### config.mk
export PLATFORM = sky130hd
export DESIGN_NAME = dmem_arbiter_flat
export DESIGN_NICKNAME = d
export VERILOG_FILES = /design/src/rtl/dmem_pkg.sv /design/src/rtl/dmem_arbiter_if.sv /design/src/rtl/rr_arbiter2.sv /design/src/rtl/dmem_arbiter.sv /design/src/flat_wrapper.sv
export SDC_FILE = /design/constraint.sdc
export NUM_CORES = 1
export LEC_CHECK = 0
export BUFFER_PORTS_ARGS = -buffer_cell sky130_fd_sc_hd__buf_2
export CAP_MARGIN = 20
export CORE_MARGIN = 3
export CORE_UTILIZATION = 32
export CTS_CLUSTER_SIZE = 40
export DETAILED_ROUTE_END_ITERATION = 10
export GPL_TIMING_DRIVEN = 0
export SLEW_MARGIN = 20
export SYNTH_ARGS = -nofsm -noshare
export SYNTH_HDL_FRONTEND = slang
export SYNTH_HIERARCHICAL = 1
export SYNTH_SLANG_ARGS = --single-unit
### constraint.sdc
create_clock -name clk -period 6 [get_ports clk]
set_clock_uncertainty 0.15 [all_clocks]
set_input_delay 1.8 -clock clk [delete_from_list [all_inputs] [get_ports clk]]
set_output_delay 1.8 -clock clk [all_outputs]
set_load 0.01 [all_outputs]
### src/rtl/dmem_pkg.sv
// Shared types and constants for the data-memory arbiter.
package dmem_pkg;

   localparam int DMEM_WORD_BYTES = 8;
   localparam int DMEM_ADDR_W     = 64;

   typedef enum logic [1:0] {IDLE, ACCESS, RESP} dmem_arb_state_t;

   typedef struct packed {
      logic                   we;
      logic [DMEM_ADDR_W-1:0] addr;
      logic [63:0]            wdata;
   } dmem_req_t;

endpackage

### src/rtl/dmem_arbiter_if.sv
// Requester, response and memory-side signals of the data-memory arbiter.
interface dmem_arbiter_if #(
   parameter int ADDR_W = 64
);
   logic [1:0]        req_valid;
   logic [1:0]        req_ready;
   logic [1:0]        req_we;
   logic [ADDR_W-1:0] req_addr  [2];
   logic [63:0]       req_wdata [2];
   logic [1:0]        resp_valid;
   logic              resp_err;
   logic [63:0]       resp_rdata;
   logic [ADDR_W-1:0] mem_addr;
   logic [63:0]       mem_wdata;
   logic              mem_we;
   logic              mem_re;
   logic [63:0]       mem_rdata;

   modport slave (
      input  req_valid, req_we, req_addr, req_wdata, mem_rdata,
      output req_ready, resp_valid, resp_err, resp_rdata,
             mem_addr, mem_wdata, mem_we, mem_re
   );

   modport master (
      output req_valid, req_we, req_addr, req_wdata, mem_rdata,
      input  req_ready, resp_valid, resp_err, resp_rdata,
             mem_addr, mem_wdata, mem_we, mem_re
   );
endinterface

### src/rtl/rr_arbiter2.sv
// Two-way round-robin winner select; on a tie the port not granted last wins.
module rr_arbiter2 (
   input  logic [1:0] valid_i,
   input  logic       last_grant_i,
   output logic       grant_valid_o,
   output logic       winner_o
);
   assign grant_valid_o = |valid_i;
   assign winner_o      = (&valid_i) ? ~last_grant_i : valid_i[1];
endmodule

### src/rtl/dmem_arbiter.sv
// Shares the single data-memory port between the LSU (port 0) and debug loader (port 1).
// state  | meaning
// IDLE   | arbitrate; handshake latches the request
// ACCESS | drive memory one cycle (skipped on error), capture load data
// RESP   | pulse resp_valid for the owner
module dmem_arbiter
   import dmem_pkg::*;
#(
   parameter int MEM_BYTES = 1024,
   parameter int ADDR_W    = 64
) (
   input  logic           clk,
   input  logic           reset,
   dmem_arbiter_if.slave  bus
);

   dmem_arb_state_t   state_q, state_d;
   logic              last_grant_q, last_grant_d;
   logic              owner_q, owner_d;
   dmem_req_t         req_q, req_d;
   logic [1:0]        resp_valid_q, resp_valid_d;
   logic              resp_err_q, resp_err_d;
   logic [63:0]       resp_rdata_q, resp_rdata_d;
   logic [ADDR_W-1:0] mem_addr_q, mem_addr_d;
   logic [63:0]       mem_wdata_q, mem_wdata_d;
   logic [1:0]        req_ready_c;
   logic              mem_we_c, mem_re_c;
   logic              arb_valid, arb_winner, req_err;

   rr_arbiter2 u_arb (
      .valid_i       (bus.req_valid),
      .last_grant_i  (last_grant_q),
      .grant_valid_o (arb_valid),
      .winner_o      (arb_winner)
   );

   assign req_err = (req_q.addr[2:0] != 3'b000) ||
                    (req_q.addr > DMEM_ADDR_W'(MEM_BYTES - DMEM_WORD_BYTES));

   always_comb begin
      state_d      = state_q;
      last_grant_d = last_grant_q;
      owner_d      = owner_q;
      req_d        = req_q;
      resp_valid_d = '0;
      resp_err_d   = 1'b0;
      resp_rdata_d = '0;
      mem_addr_d   = mem_addr_q;
      mem_wdata_d  = mem_wdata_q;
      req_ready_c  = '0;
      mem_we_c     = 1'b0;
      mem_re_c     = 1'b0;
      case (state_q)
         IDLE: begin
            if (arb_valid) begin
               // ready only goes to a valid winner, so arb_valid is the handshake
               req_ready_c[arb_winner] = 1'b1;
               state_d      = ACCESS;
               owner_d      = arb_winner;
               last_grant_d = arb_winner;
               req_d.we     = bus.req_we[arb_winner];
               req_d.addr   = DMEM_ADDR_W'(bus.req_addr[arb_winner]);
               req_d.wdata  = bus.req_wdata[arb_winner];
            end
         end
         ACCESS: begin
            state_d               = RESP;
            resp_valid_d[owner_q] = 1'b1;
            resp_err_d            = req_err;
            if (!req_err) begin
               mem_addr_d  = req_q.addr[ADDR_W-1:0];
               mem_wdata_d = req_q.wdata;
               mem_we_c    = req_q.we;
               mem_re_c    = ~req_q.we;
               if (!req_q.we) resp_rdata_d = bus.mem_rdata;
            end
         end
         RESP:    state_d = IDLE;
         default: state_d = IDLE;
      endcase
   end

   always_ff @(posedge clk) begin
      if (reset) begin
         state_q      <= IDLE;
         last_grant_q <= 1'b1;
         owner_q      <= 1'b0;
         req_q        <= '0;
         resp_valid_q <= '0;
         resp_err_q   <= 1'b0;
         resp_rdata_q <= '0;
         mem_addr_q   <= '0;
         mem_wdata_q  <= '0;
      end else begin
         state_q      <= state_d;
         last_grant_q <= last_grant_d;
         owner_q      <= owner_d;
         req_q        <= req_d;
         resp_valid_q <= resp_valid_d;
         resp_err_q   <= resp_err_d;
         resp_rdata_q <= resp_rdata_d;
         mem_addr_q   <= mem_addr_d;
         mem_wdata_q  <= mem_wdata_d;
      end
   end

   assign bus.req_ready  = req_ready_c;
   assign bus.resp_valid = resp_valid_q;
   assign bus.resp_err   = resp_err_q;
   assign bus.resp_rdata = resp_rdata_q;
   assign bus.mem_addr   = mem_addr_d;
   assign bus.mem_wdata  = mem_wdata_d;
   assign bus.mem_we     = mem_we_c;
   assign bus.mem_re     = mem_re_c;

endmodule

### src/flat_wrapper.sv
// flat-port wrapper written by rule: the top's interface ports become plain ports
module dmem_arbiter_flat import dmem_pkg::*;
#(
   parameter int MEM_BYTES = 1024,
   parameter int ADDR_W    = 64
)
  (clk, reset, bus_req_valid, bus_req_we, bus_req_addr, bus_req_wdata, bus_mem_rdata, bus_req_ready, bus_resp_valid, bus_resp_err, bus_resp_rdata, bus_mem_addr, bus_mem_wdata, bus_mem_we, bus_mem_re);
  dmem_arbiter_if #(.ADDR_W(ADDR_W)) bus_i ();
  input  logic clk;
  input  logic reset;
  input wire logic [$bits(bus_i.req_valid)-1:0] bus_req_valid;
  input wire logic [$bits(bus_i.req_we)-1:0] bus_req_we;
  input wire logic [$bits(bus_i.req_addr)-1:0] bus_req_addr;
  input wire logic [$bits(bus_i.req_wdata)-1:0] bus_req_wdata;
  input wire logic [$bits(bus_i.mem_rdata)-1:0] bus_mem_rdata;
  output wire logic [$bits(bus_i.req_ready)-1:0] bus_req_ready;
  output wire logic [$bits(bus_i.resp_valid)-1:0] bus_resp_valid;
  output wire logic [$bits(bus_i.resp_err)-1:0] bus_resp_err;
  output wire logic [$bits(bus_i.resp_rdata)-1:0] bus_resp_rdata;
  output wire logic [$bits(bus_i.mem_addr)-1:0] bus_mem_addr;
  output wire logic [$bits(bus_i.mem_wdata)-1:0] bus_mem_wdata;
  output wire logic [$bits(bus_i.mem_we)-1:0] bus_mem_we;
  output wire logic [$bits(bus_i.mem_re)-1:0] bus_mem_re;
  assign bus_i.req_valid = bus_req_valid;
  assign bus_i.req_we = bus_req_we;
  assign bus_i.req_addr = {>>{bus_req_addr}};
  assign bus_i.req_wdata = {>>{bus_req_wdata}};
  assign bus_i.mem_rdata = bus_mem_rdata;
  assign bus_req_ready = bus_i.req_ready;
  assign bus_resp_valid = bus_i.resp_valid;
  assign bus_resp_err = bus_i.resp_err;
  assign bus_resp_rdata = bus_i.resp_rdata;
  assign bus_mem_addr = bus_i.mem_addr;
  assign bus_mem_wdata = bus_i.mem_wdata;
  assign bus_mem_we = bus_i.mem_we;
  assign bus_mem_re = bus_i.mem_re;
  dmem_arbiter #(.MEM_BYTES(MEM_BYTES), .ADDR_W(ADDR_W)) u_core (.clk(clk), .reset(reset), .bus(bus_i));
endmodule
Word level (Yosys, flattened, before mapping)
Index checks and enable logic that the tools add are counted.

word-level totals
  register bits = 328
  input port bits = 326
  logic and storage cells = 58
  output and inout bits = 199

cells by class
  reductions and logical operators = 10
  bitwise gates (word level) = 4
  mux-type cells = 25
  magnitude comparators = 6
  equal/unequal tests = 2

operator list
  cell                    number
  $mux W64                10
  $gt A64 B10 Y1 const B  1
  $mux W1                 9
  $mux W2                 3
  $lt A1 B2 Y1 const B    2
  $pmux W2 S2             1
  $reduce_and A2 Y1       2
  $reduce_or A2 Y1        2
  $reduce_or A4 Y1        1
  $not A1 Y1              3
  $reduce_bool A3 Y1      1
  $demux W1 S1            2
  $eq A2 B1 Y1 const B    1
  $ge A1 B1 Y1 const B    2
  $ge A2 B2 Y1 const B    1
  $logic_and A1 B1 Y1     2
  $logic_not A2 Y1        1
  $ne A2 B1 Y1 const B    1
  $not A1 Y2              1
  $logic_or A1 B1 Y1      1

Logic depth before layout (Yosys ltp)
  word-level depth = 8
  gate-level depth with buffers = 7

Hierarchy
Netlist, hierarchy kept.

modules (own cells, without submodules)
  module        instances  cells an instance  area each (um2)
  dmem_arbiter  1          1406               13983.4
  rr_arbiter2   1          2                  13.8

Worst setup path after synthesis
No wires, ideal clock.

  path type = input port to output port
  from = input bus_req_valid[1]
  to = output bus_req_ready[1]
  cell stages on the path = 7
  path slack = 1.068 ns
  arrival time = 2.982 ns
  path through = or2_1 and2_1 clkbuf_1 clkbuf_1 clkbuf_1 nand2_1 inv_1

between the ends
  cells in the longest elaborated chain, start to end = 8
  elaborated cells between the ends (all ways) = 10

ends and longest elaborated chain
  item                                                                       RTL line            RTL
  start, declared                                                            flat_wrapper.sv:11  input wire logic [$bits(bus_i.req_valid)-1:0] bus_req_valid;
  $reduce_and A2 Y1                                                          rr_arbiter2.sv:9    assign winner_o = (&valid_i) ? ~last_grant_i : valid_i[1];
  $mux W1                                                                    rr_arbiter2.sv:9
  $lt A1 B2 Y1 (not written as such) / $ge A1 B1 Y1 (equally long branches)  dmem_arbiter.sv:57  req_ready_c[arb_winner] = 1'b1;
  $logic_and A1 B1 Y1 (not written as such)                                  dmem_arbiter.sv:57
  $mux W1 (not written as such)                                              dmem_arbiter.sv:57
  $demux W1 S1                                                               --
  $mux W2 *                                                                  dmem_arbiter.sv:55  if (arb_valid) begin
  $mux W2 *                                                                  dmem_arbiter.sv:53  case (state_q)
  end, declared                                                              flat_wrapper.sv:16  output wire logic [$bits(bus_i.req_ready)-1:0] bus_req_ready;

Mark *: on every way between the ends. The rest lies on a longest branch, timed or not.

Worst setup path after layout
  from = input bus_req_valid[1]
  to = output bus_req_ready[1]

between the ends
  cells in the longest elaborated chain, start to end = 8
  elaborated cells between the ends (all ways) = 10

ends and longest elaborated chain
  item                                                                       RTL line            RTL
  $reduce_and A2 Y1                                                          rr_arbiter2.sv:9
  $mux W1 *                                                                  rr_arbiter2.sv:9
  named net u_core.arb_winner                                                dmem_arbiter.sv:28  logic arb_valid, arb_winner, req_err;
  $lt A1 B2 Y1 (not written as such) / $ge A1 B1 Y1 (equally long branches)  dmem_arbiter.sv:57
  $logic_and A1 B1 Y1 (not written as such)                                  dmem_arbiter.sv:57
  $mux W1 (not written as such)                                              dmem_arbiter.sv:57
  $demux W1 S1 *                                                             --
  $mux W2 *                                                                  dmem_arbiter.sv:55
  $mux W2 *                                                                  dmem_arbiter.sv:53

The timed path passes the listed nets; every way through them passes the cells marked *.

==> qor.csv <==
stage,metric,value,unit
grt,grt_start_max_net_pins,14,
synth,synth_area,14000,sq um
synth,ys.warnings.count,6,
floorplan,start_util,32.9,%
sta,tightest_slew,0.912,ns
synth,syn_avg_cell_area,9.94,sq um
sta,period_minus_slack,5.72,ns
synth,synth-main-ff-cell,dfxtp_1,
placement,portBuffers,523,
hold_path,hp-start,u_core/owner_q,
setup_path,r2r.worst_path.cells,7,
power,ir_drop,0.133,mV
drt,drt-pass1-iter-count,6,
synth,synth_top_cell_by_area,dfxtp_1,
placement,dpl.hpwl,37800,um
synth,syn_nets,1734,
clock_tree,cts_buffers,37,
synth,yosysMostFrequentCell,dfxtp_1,
grt,antenna_found_initial,5,
synth,synth_top_cell_area_share,46.9,%
grt,grt_pass1_vias,12500,
clock_tree,cts_tree,done,
power,finalPower,5.36,mW
grt,grt_overflow_total,0,
layout,num-nets-final,2296,
clock_tree,h-tree-depth,2,
floorplan,ios,525,
layout,area_delta_synth_final,33.3,%
floorplan,dieArea,46300,sq um
grt,grt_pass1_wl,72600,um
synth,ys_seq_elements,328,
setup_path,startpoint_type,primary input,
synth,synth-edff-count,0,
job,maxCapViolCount,0,
sta,fmax,0.175,GHz
power,leakage,8.47,nW
sta,slew_headroom,39.2,%
clock_tree,hold_buffers,0,
drt,wirelength,48100,um
clock_tree,path_clk_slew,0.06,ns
drt,vias_per_cell,4.66,
clock_tree,worstSkewPairLatency,0.54,ns
setup_path,crit_path_max_fanout,10,
sta,setup_viol,0,
hold_path,hold_class,flip-flop to flip-flop,
setup_path,reg2reg_slack,3.03,ns
layout,fin_area,18700,sq um
synth,seq_area_frac_synth,46.9,%
placement,post_dp_cell_area,17300,sq um
power,power_density,287,nW/um^2
sta,finalCritPeriodShare,95.3,%
placement,gp_congestion,0.946,
synth,synthTopCellsByArea,"dfxtp_1 47%, mux2i_1 14%, a211oi_1 6.9%, nand2b_1 6.4%, mux2_1 4.1%",
layout,instances_no_fill,2577,
drt,postRouteAntennaNets,0,
setup_path,rr_startpoint,u_core/req_q[127],
setup_path,end_kind,primary output,
layout,fill_cells,4218,
placement,dpl.cell_count,2508,
layout,layout-drive-gt1-share,33.2,%
synth,async_reset_ff_share,0,%
synth,netlist_instances,1408,
drt,drc_errors,0,
sta,rsz0062_at_grt,no,
sta,fin_setup_tns,0,ns
clock_tree,cts_buffer_depth,3,
clock_tree,root_buffer,clkbuf_16,
grt,grt_usage,20.2,%
drt,drt_iter0_drc,444,
drt,wl_per_cell,18.7,um
sta,hold_slack,0.307,ns
setup_path,worstPathArrival,3.77,ns
sta,drv_slew,0,
setup_path,critical_path_required,4.05,ns
drt,num_vias,12000,
setup_path,crit_type,primary input to primary output,
clock_tree,postCtsSetupRepairBufs,0,
sta,hold_violations,0,
floorplan,die_y,215,um
synth,synth_cell_types,28,
floorplan,rows,75,
setup_path,reg2reg_to,u_core/mem_addr_q[58],
hold_path,hold_path_end,u_core/bus.resp_valid[0],
clock_tree,cts.sinks,328,
floorplan,die_w,215,um
floorplan,core,42600,sq um
outcome,status,completed,
synth,ys_top_cells_by_count,"328 x dfxtp_1, 200 x mux2i_1, 143 x nand2b_1",
hold_path,hold_path_depth,1,
[per-stage QoR]
stage,utilization [%],setup WS [ns]
floorplan,-,1.07
global placement,40.7,-0.207
detailed placement,40.7,-0.0268
CTS,43.8,0.252
global route,43.8,0.123
finish,43.8,0.281
[worst max-delay path: stages]
cell	delay [ns]
buf_2	0.09
a21boi_1	0.14
clkbuf_1	0.28
buf_2	0.46
buf_2	0.53
nand2_1	0.20
inv_1	0.12
buf_2	0.15
[routing by layer]
layer	vias to the layer above	wire, um	track usage (%)
li1	5947	-	-
met1	5586	19200	23.4
met2	411	24400	36.7
met3	75	2880	4.24
met4	2	1680	7.40
met5	-	13	0
[cell families (layout without fill, tap and decap cells)]
kind of cell / count (synthesis) / count (layout) / synth area share, %
mux: 271 / 271 / 20.0
flops: 328 / 328 / 46.9
buf+inv: 189 / 778 / 5.67
simple gates: 488 / 488 / 20.4
other cells: 0 / 3 / 0
compound gates: 132 / 132 / 7.04
[flip-flops by register name, indices dropped and copies added, names as in the netlist]
name                   flops
u_core/req_q             129
u_core/bus.resp_rdata     64
u_core/mem_addr_q         64
u_core/mem_wdata_q        64
u_core/bus.resp_valid      2
u_core/state_q             2
u_core/bus.resp_err        1
u_core/last_grant_q        1
u_core/owner_q             1
[how the worst max path moves through the flow]
stage                startpoint                to  slack (ns)
6_report       bus_req_valid[1]  bus_req_ready[1]        0.28
5_1_grt        bus_req_valid[1]  bus_req_ready[1]        0.12
4_1_cts        bus_req_valid[1]  bus_req_ready[1]        0.25
3_5_place_dp   bus_req_valid[1]  bus_req_ready[1]       -0.03
3_3_place_gp   bus_req_valid[1]  bus_req_ready[1]       -0.21
2_1_floorplan  bus_req_valid[1]  bus_req_ready[1]        1.07
[report_power, final]
part	total [mW]	internal [mW]	switching, mW
registers	2.36	2.29	0.0705
logic	0.595	0.253	0.342
clock network	2.41	1.49	0.915
[cell usage in the layout (no fill, tap or decap), types with 4 or more instances in the layout]
cell,instances
bufinv_16,5
clkbuf_8,7
clkbuf_16,39
mux2i_1,200
dfxtp_1,328
mux2_2,20
buf_2,537
nor2_1,134
buf_4,10
nand2_1,5
clkinv_2,4
nor4_1,13
mux2_1,51
nor3b_1,57
clkbuf_1,92
nor3_2,30
buf_1,8
nor3_1,38
nor2b_1,57
a211oi_1,129
inv_1,66
buf_6,4
nand2b_1,143
[area by class of cell]
type | instances | area (sq um) | area share, %
inverters | 66 | 248 | 1.33
clock inverters | 14 | 210 | 1.13
diodes | 3 | 7.51 | 0.0402
multi-input cells | 891 | 6640 | 35.6
clock buffers | 52 | 1090 | 5.87
well taps | 577 | 722 | 3.87
flip-flops and latches | 328 | 6570 | 35.2
plain buffers | 123 | 548 | 2.94
repair buffers | 523 | 2620 | 14.0
[timing repair]
item                                    in CTS  in global routing
gates resized for setup                      1                  0
endpoints found under the hold margin        0                  0
endpoints found under the setup margin       1                  0
No activity file was read; power rests on OpenSTA's default activity.
